## config.mk

```make
export PLATFORM = sky130hd
export DESIGN_NAME = burst_rr_arbiter
export DESIGN_NICKNAME = d
export VERILOG_FILES = /design/src/rtl/burst_arb_pkg.sv /design/src/rtl/rr_picker.sv /design/src/rtl/burst_rr_arbiter.sv
export SDC_FILE = /design/constraint.sdc
export NUM_CORES = 1
export LEC_CHECK = 0
export ABC_AREA = 1
export CAP_MARGIN = 20
export CORE_MARGIN = 5
export CORE_UTILIZATION = 56
export CTS_CLUSTER_DIAMETER = 150
export DETAILED_ROUTE_END_ITERATION = 7
export PLACE_DENSITY = 0.82
export REMOVE_ABC_BUFFERS = 1
export SLEW_MARGIN = 20
export SYNTH_ARGS = -nofsm -noshare
export SYNTH_HDL_FRONTEND = slang
export SYNTH_SLANG_ARGS = --single-unit
```

## constraint.sdc

```tcl
create_clock -name clk -period 2.5 [get_ports clk]
set_input_delay 0.375 -clock clk [delete_from_list [all_inputs] [get_ports clk]]
set_output_delay 0.375 -clock clk [all_outputs]
set_load 0.02 [all_outputs]
```

## src/rtl/burst_arb_pkg.sv

```systemverilog
// ============================================================================
// Module   : burst_arb_pkg
// Brief    : Shared types, default sizes and burst-length helper for the
//            burst round-robin arbiter.
// Revision : 1.0
// ============================================================================
`default_nettype none

package burst_arb_pkg;

    typedef enum logic [0:0] {
        IDLE  = 1'b0,
        GRANT = 1'b1
    } state_t;

    localparam int C_DEFAULT_N_REQ = 4;
    localparam int C_DEFAULT_CNT_W = 3;

    // A zero burst field encodes the maximum length 2^cnt_w.
    function automatic int unsigned burst_len(input int unsigned num, input int unsigned cnt_w);
        return (num == 0) ? (32'd1 << cnt_w) : num;
    endfunction

endpackage

`default_nettype wire

```

## src/rtl/rr_picker.sv

```systemverilog
// ============================================================================
// Module   : rr_picker
// Brief    : Combinational rotate-priority encoder; first set request at or
//            above ptr, wrapping modulo N_REQ.
// Revision : 1.0
// ============================================================================
`default_nettype none

module rr_picker
    import burst_arb_pkg::*;
#(
    parameter int N_REQ = C_DEFAULT_N_REQ,
    parameter int IDX_W = $clog2(N_REQ)
) (
    input  logic [N_REQ-1:0] req,
    input  logic [IDX_W-1:0] ptr,
    output logic             valid,
    output logic [IDX_W-1:0] idx
);

    int w_pos;

    // Scan from the farthest offset down so the nearest hit is written last.
    always_comb begin
        valid = 1'b0;
        idx   = '0;
        w_pos = 0;
        for (int i = N_REQ - 1; i >= 0; i--) begin
            w_pos = int'(ptr) + i;
            if (w_pos >= N_REQ) begin
                w_pos = w_pos - N_REQ;
            end
            if (req[w_pos]) begin
                valid = 1'b1;
                idx   = IDX_W'(w_pos);
            end
        end
    end

endmodule

`default_nettype wire

```

## src/rtl/burst_rr_arbiter.sv

```systemverilog
// ============================================================================
// Module   : burst_rr_arbiter
// Brief    : Round-robin arbiter awarding counter-driven grant bursts of
//            1..2^CNT_W cycles, with a mandatory idle cycle between bursts.
// Revision : 1.0
// ============================================================================
`default_nettype none

module burst_rr_arbiter
    import burst_arb_pkg::*;
#(
    parameter int N_REQ = C_DEFAULT_N_REQ,
    parameter int CNT_W = C_DEFAULT_CNT_W
) (
    input  logic                     clk,
    input  logic                     reset,
    input  logic [N_REQ-1:0]         req,
    input  logic [CNT_W-1:0]         num_grants,
    output logic [N_REQ-1:0]         gnt,
    output logic                     last,
    output logic [$clog2(N_REQ)-1:0] owner,
    output logic                     busy
);

    localparam int IDX_W = $clog2(N_REQ);

    state_t             r_state,  w_state_nxt;
    logic [CNT_W:0]     r_cnt,    w_cnt_nxt;
    logic [IDX_W-1:0]   r_ptr,    w_ptr_nxt;
    logic [IDX_W-1:0]   r_owner,  w_owner_nxt;
    logic [N_REQ-1:0]   r_gnt,    w_gnt_nxt;
    logic               r_last,   w_last_nxt;

    logic               w_pick_valid;
    logic [IDX_W-1:0]   w_pick_idx;
    logic [CNT_W:0]     w_len;

    rr_picker #(
        .N_REQ (N_REQ),
        .IDX_W (IDX_W)
    ) u_picker (
        .req   (req),
        .ptr   (r_ptr),
        .valid (w_pick_valid),
        .idx   (w_pick_idx)
    );

    assign w_len = (CNT_W + 1)'(burst_len(32'(num_grants), CNT_W));

    always_ff @(posedge clk or posedge reset) begin
        if (reset) begin
            r_state <= IDLE;
            r_cnt   <= '0;
            r_ptr   <= '0;
            r_owner <= '0;
            r_gnt   <= '0;
            r_last  <= 1'b0;
        end else begin
            r_state <= w_state_nxt;
            r_cnt   <= w_cnt_nxt;
            r_ptr   <= w_ptr_nxt;
            r_owner <= w_owner_nxt;
            r_gnt   <= w_gnt_nxt;
            r_last  <= w_last_nxt;
        end
    end

    // r_cnt holds the grant cycles remaining including the one on the outputs.
    always_comb begin
        w_state_nxt = r_state;
        w_cnt_nxt   = r_cnt;
        w_ptr_nxt   = r_ptr;
        w_owner_nxt = r_owner;
        w_gnt_nxt   = r_gnt;
        w_last_nxt  = r_last;
        case (r_state)
            IDLE: begin
                if (w_pick_valid) begin
                    w_state_nxt             = GRANT;
                    w_cnt_nxt               = w_len;
                    w_owner_nxt             = w_pick_idx;
                    w_ptr_nxt               = (w_pick_idx == IDX_W'(N_REQ - 1)) ? '0 : w_pick_idx + 1'b1;
                    w_gnt_nxt               = '0;
                    w_gnt_nxt[w_pick_idx]   = 1'b1;
                    w_last_nxt              = (w_len == (CNT_W + 1)'(1));
                end
            end
            GRANT: begin
                if (r_cnt == (CNT_W + 1)'(1)) begin
                    w_state_nxt = IDLE;
                    w_cnt_nxt   = '0;
                    w_gnt_nxt   = '0;
                    w_last_nxt  = 1'b0;
                end else begin
                    w_cnt_nxt   = r_cnt - 1'b1;
                    w_last_nxt  = (r_cnt == (CNT_W + 1)'(2));
                end
            end
            default: begin
                w_state_nxt = IDLE;
                w_cnt_nxt   = '0;
                w_gnt_nxt   = '0;
                w_last_nxt  = 1'b0;
            end
        endcase
    end

    assign gnt   = r_gnt;
    assign last  = r_last;
    assign owner = r_owner;
    assign busy  = |r_gnt;

endmodule

`default_nettype wire

```

Word-level counts from Yosys, hierarchy flattened:

Cells that the tools add are included.

* bits in latches: 0
* register bits: 14
* bits in writable memories: 0
* memories kept: 0
* ROM bits: 0
* logic and storage cells: 77

* bitwise operators: 1
* reductions and logical operators: 5
* shift-type cells: 0
* equal/unequal tests: 6
* add/subtract/negate cells: 9
* multiply operators: 0
* div/mod/pow operators: 0
* mux-type cells: 40
* $lt $le $gt $ge: 10

Operator list (number)
* $lt A32 B4 Y1 const B: 4
* $mux W32: 4
* $ge A32 B4 Y1 const B: 3
* $sub A32 B4 Y32 const B: 3
* $mux W4: 5
* $mux W1: 17
* $pmux W4 S2: 2
* $mux W2: 5
* $bmux W1 S2: 4
* $eq A4 B1 Y1 const B: 2
* $add A2 B2 Y3 const B: 2
* $eq A4 B2 Y1 const B: 1
* $ne A2 B1 Y1 const B: 2
* $pmux W1 S2: 2
* $reduce_and A2 Y1: 2
* $reduce_or A4 Y1: 1
* $sub A2 B3 Y4 const B: 1
* $sub A4 B1 Y4 const B: 1
* $add A2 B1 Y3 const B: 1
* $ge A2 B3 Y1 const B: 1
* $logic_not A3 Y1: 1
* $lt A2 B3 Y1 const B: 1
* $add A2 B1 Y2 const B: 1
* $demux W1 S2: 1
* other kinds (4): 4

Longest topological paths before layout:

* word-level depth: 16
* depth in mapped cells: 15
* mapped depth without buffers: 14

Cells and area by module:

Synthesis repeated with hierarchy kept, for this count alone.

* cell total of the unflattened synthesis: 134
* area total of the unflattened synthesis: 952.2 µm²

By module, submodules not included
* burst_rr_arbiter: instances 1, area an instance 739.5 µm², seq. area each 350.3 µm², cells each 88
* rr_picker: instances 1, area an instance 212.7 µm², seq. area each 0.0 µm², cells each 46

Worst setup path after synthesis:

Ideal clock, no wire load.

* kind: register to register
* from: reg r_ptr[0]
* to: reg r_ptr[1]
* stages on the path, launching flop included: 14
* path buffers: 1
* clock period less this slack: 1676 ps
* arrival time: 1594 ps
* setup slack: 824 ps
* cells stage by stage: dfrtp_1 > buf_6 > inv_6 > nand2_1 > nand2_1 > inv_2 > nor2_4 > inv_1 > nand2_1 > nand2_1 > nand2_2 > inv_1 > ha_1 > o21ai_0

* word-level cells in the longest chain between the ends: 12
* elaborated cells on any way between the ends: 39

Ends and longest elaborated chain
* start: declaration: line burst_rr_arbiter.sv:29 `logic [IDX_W-1:0] r_ptr, w_ptr_nxt;`
* start signal: assignment: line burst_rr_arbiter.sv:61 `r_ptr <= w_ptr_nxt;`
* $add A2 B2 Y3: line rr_picker.sv:29 `w_pos = int'(ptr) + i;`
* $sub A32 B4 Y32 or $ge A32 B4 Y1 (tied branches): line rr_picker.sv:31, rr_picker.sv:30
* $mux W32: line rr_picker.sv:30 `if (w_pos >= N_REQ) begin`
* $bmux W1 S2: line rr_picker.sv:33 `if (req[w_pos]) begin`
* $mux W1 (implied by the code) (2 in series): line rr_picker.sv:33
* $mux W2 (4 in series): line rr_picker.sv:33
* $add A2 B1 Y2 or $eq A2 B2 Y1 (tied branches): line burst_rr_arbiter.sv:82 `w_ptr_nxt = (w_pick_idx == IDX_W'(N_REQ - 1)) ? '0 : w_pick_idx + 1'b1;`
* $mux W2: line burst_rr_arbiter.sv:82

Parallel ways exist; a longest one is shown, timed or not. The select of a mux whose other input is x is not followed.
A chain may end at the register's enable or synchronous reset.

Worst setup path after layout:

* from: reg r_gnt[0] (netlist: gnt[0])
* to: out busy

* word-level cells in the longest chain between the ends: 1

Ends and longest elaborated chain
* start: declaration: line burst_rr_arbiter.sv:31 `logic [N_REQ-1:0] r_gnt, w_gnt_nxt;`
* start signal: assignment: line burst_rr_arbiter.sv:63 `r_gnt <= w_gnt_nxt;`
* $reduce_or A4 Y1: line burst_rr_arbiter.sv:111 `assign busy = |r_gnt;`
* end: declaration: line burst_rr_arbiter.sv:22 `output logic busy`

Every way passes these cells.

==> out/metrics.csv <==
stage,metric,value,unit
placed_design,Post-DP HPWL,1629,um
synthesis,total of warnings raised by yosys,0,
setup_path,CP arrival,1.75,ns
cts,CTS Sinks,14,
sta,fin. max-slew vios,0,
cts,H-tree lvl count,1,
global_routing,initial antenna violation count,0,
sta,Max-slew headroom,64.25,%
power_and_ir_drop,Worst VDD drop,0.0009189,V
final_layout,Layout Nets,176,
setup_path,crit-path max FO,3,
setup_path,CP required,2.12,ns
run_status,status,completed,
synthesis,Unique masters post-synth,26,
sta,clock skew,0.01164,ns
placed_design,Area after DPL,1210,um^2
sta,unrepaired setup endpoints after global routing,no,
global_routing,vias in the first global route,897,
cts,cts bufs inserted,3,
synthesis,#FFs+latches synth,14,
global_routing,pin count of the biggest net entering global routing,15,
setup_path,Crit. End Element,output port,
sta,fin crit share,84.82,%
cts,root buffer cell,clkbuf_4,
final_layout,final instance area,1246,um^2
routing,drt wl/cell,11.52,um
sta,Fmax,471.6,MHz
final_layout,Multi-input gate area,573.1,um^2
final_layout,FILL cells,142,
routing,final WL,2119,um
synthesis,ys async rst share,100.0,%
floorplanning,Row Count,15,
final_layout,area taken by flip-flops and latches,350.3,um^2
routing,starting DRC count in detailed routing,8,
routing,vias,911,
cts,Clock Latency Late Sink,0.29,ns
cts,Post-CTS Hold Fix Bufs,0,
setup_path,crit path kind,reg -> out,
sta,Setup TNS,0,ns
cts,Worst-path clk slew,0.10,ns
synthesis,Syn Area/Cell,7.355,um^2
hold_path,Tightest Hold Check Type,in -> async,
synthesis,"Seq/Total Area, Yosys",34.02,%
final_layout,Ant. Diodes,0,
floorplanning,die height,52.88,um
synthesis,Post-Syn Instances,140,
floorplanning,Initial Util,59.00,%
power_and_ir_drop,Net Sw Power,0.0008474,W
power_and_ir_drop,Gate power share,64.5,%
floorplanning,die footprint,2796,um^2
synthesis,most common cell in the netlist,nand2_1,
floorplanning,core area,1745,um^2
final_layout,synth-to-layout area growth,21.02,%
global_routing,first-pass GRT wire length,3677,um
synthesis,Post-Syn Area,1030,um^2
synthesis,Post-synth top cells,"nand2_1, inv_1, dfrtp_1, nand2_2, ha_1",
sta,fin crit period,2.120,ns
run,MaxCap Viol Count,0,
global_routing,met2 Use GR,30.99,%
sta,Final Hold Violating Endpoints,0,
synthesis,Synth top area share,34.02,%
power_and_ir_drop,sw frac,50.28,%
global_routing,met3 Track Usage GR,3.662,%
global_routing,GRT Total Usage,18.15,%
final_layout,final cell count without fillers,184,
setup_path,CP startpoint kind,flop,
power_and_ir_drop,Leak Pwr,0.6639,nW
sta,setup violators final,0,
synthesis,number of synthesized flops with an enable pin,0,
sta,Least-Margin Pin Slew,0.5357,ns
cts,CTS tree,built,
global_routing,GRT overflow,0,
routing,Final ANT Viol Nets,0,
placed_design,Placed Instances,180,
final_layout,share of cells above drive strength 1,17.61,%
floorplanning,IO Count,17,
synthesis,Synth area leaders,"dfrtp_1, nand2_1, ha_1",
placed_design,RePlAce Congestion,0.7835,
power_and_ir_drop,pwr/cell area,1352,nW/um^2
global_routing,met1 Usage GRT,21.23,%
routing,Vias/cell,4.951,
power_and_ir_drop,Internal Pwr Total,0.0008379,W
power_and_ir_drop,Sequential Power Share,25.3,%
global_routing,gr busiest metal,met2,
routing,# DRC,0,
routing,router iterations before antenna repair,4,
placed_design,IO Port Bufs,16,
cts,Post-CTS Resized,0,
cts,CTS max path bufs,2,
floorplanning,Die X,52.88,um
synthesis,Main synth FF type,dfrtp_1,
synthesis,post-synth top area cell,dfrtp_1,
power_and_ir_drop,clock group share of total power,10.1,%
cts,post-CTS setup buffers,0,
==> cells in the final DEF, fill, tap and decap left out <==
cell type	Yosys	routed
nand2_1	49	49
inv_1	19	19
clkdlybuf4s50_1	0	16
dfrtp_1	14	14
nand2_2	12	12
ha_1	7	7
nand3_1	6	6
o21ai_0	5	5
o21ai_1	4	4
inv_2	3	3
clkbuf_4	0	3
nor2_4	2	2
nor2_1	2	2
nand3_2	2	2
o22ai_1	2	2
inv_6	1	1
and2_4	1	1
nand3_4	1	1
nor3b_1	1	1
nand2_4	1	1
or2_2	1	1
clkinv_1	1	1
o211ai_1	1	1
or4_1	1	1
xnor2_1	1	1
a21oi_1	1	1
o32ai_1	1	1
clkbuf_8	0	1
==> power by group through the flow <==
stage | registers [W] | clock network (W) | logic [W]
after floorplan | 0.000455 | 0 | 0.000778
final | 0.000427 | 0.000171 | 0.00109
after detailed placement | 0.000430 | 0 | 0.00109
after global placement | 0.000427 | 0 | 0.00104
after CTS | 0.000426 | 0.000172 | 0.00110
after global routing | 0.000443 | 0.000189 | 0.00124
==> final cells by class <==
| type | instances | area share (%) |
|---|---|---|
| multi-input cells | 101 | 45.98 |
| well taps | 25 | 2.510 |
| repair buffers | 16 | 12.85 |
| clock buffers | 4 | 2.912 |
| inverters | 24 | 7.630 |
| flip-flops and latches | 14 | 28.11 |
==> state kept, by name, summed over array words and instances (netlist names) <==
register and count:
r_state 1, r_ptr 2, gnt 4, r_cnt 4, last 1, owner 2
==> cell families after synthesis <==
family / Yosys count / share of synthesized area (%)
and+or+nand+nor: 79 / 38.64
buffers and inverters: 25 / 10.33
AOI/OAI and AO/OA: 14 / 7.654
DFF: 14 / 34.02
adders and majority gates: 7 / 8.505
xor gates and xnor gates: 1 / 0.8507
==> critical path, stage by stage (launching register included) <==
cell and delay [ns]:
dfrtp_1 0.40, or4_1 0.51, clkdlybuf4s50_1 0.55
==> metrics by stage <==
step	total power (W)	utilization, %	setup WS, ns	hold WS (ns)
floorplan	0.001233	-	0.8032	0.2642
detailed placement	0.001517	69.32	0.3268	0.4741
finish	0.001685	71.40	0.3796	0.4073
global route	0.001868	71.40	0.2873	0.4708
global placement	0.001467	69.32	0.4237	0.4646
CTS	0.001695	71.40	0.3763	0.4328
==> metal layers <==
layer,vias up,wire length (um)
met5,-,0
met4,0,32
met3,4,61
met2,16,1117
met1,417,908
li1,474,-
==> worst paths after layout <==
check	start	endpoint	slack, ns	cells after the start
worst max register to register	r_ptr[0]$_DFFE_PP0P_	r_ptr[1]$_DFFE_PP0P_	0.54	11
max in group asynchronous	reset	r_state$_DFF_PP0_	1.73	2
worst max-delay path	gnt[0]$_DFFE_PP0P_	busy	0.38	2
min in group clk	last$_DFFE_PP0P_	last$_DFFE_PP0P_	0.49	2
worst min-delay path	reset	owner[0]$_DFFE_PP0P_	0.41	2
worst min register to register	last$_DFFE_PP0P_	last$_DFFE_PP0P_	0.49	2
No activity file was read; power rests on OpenSTA's default activity.
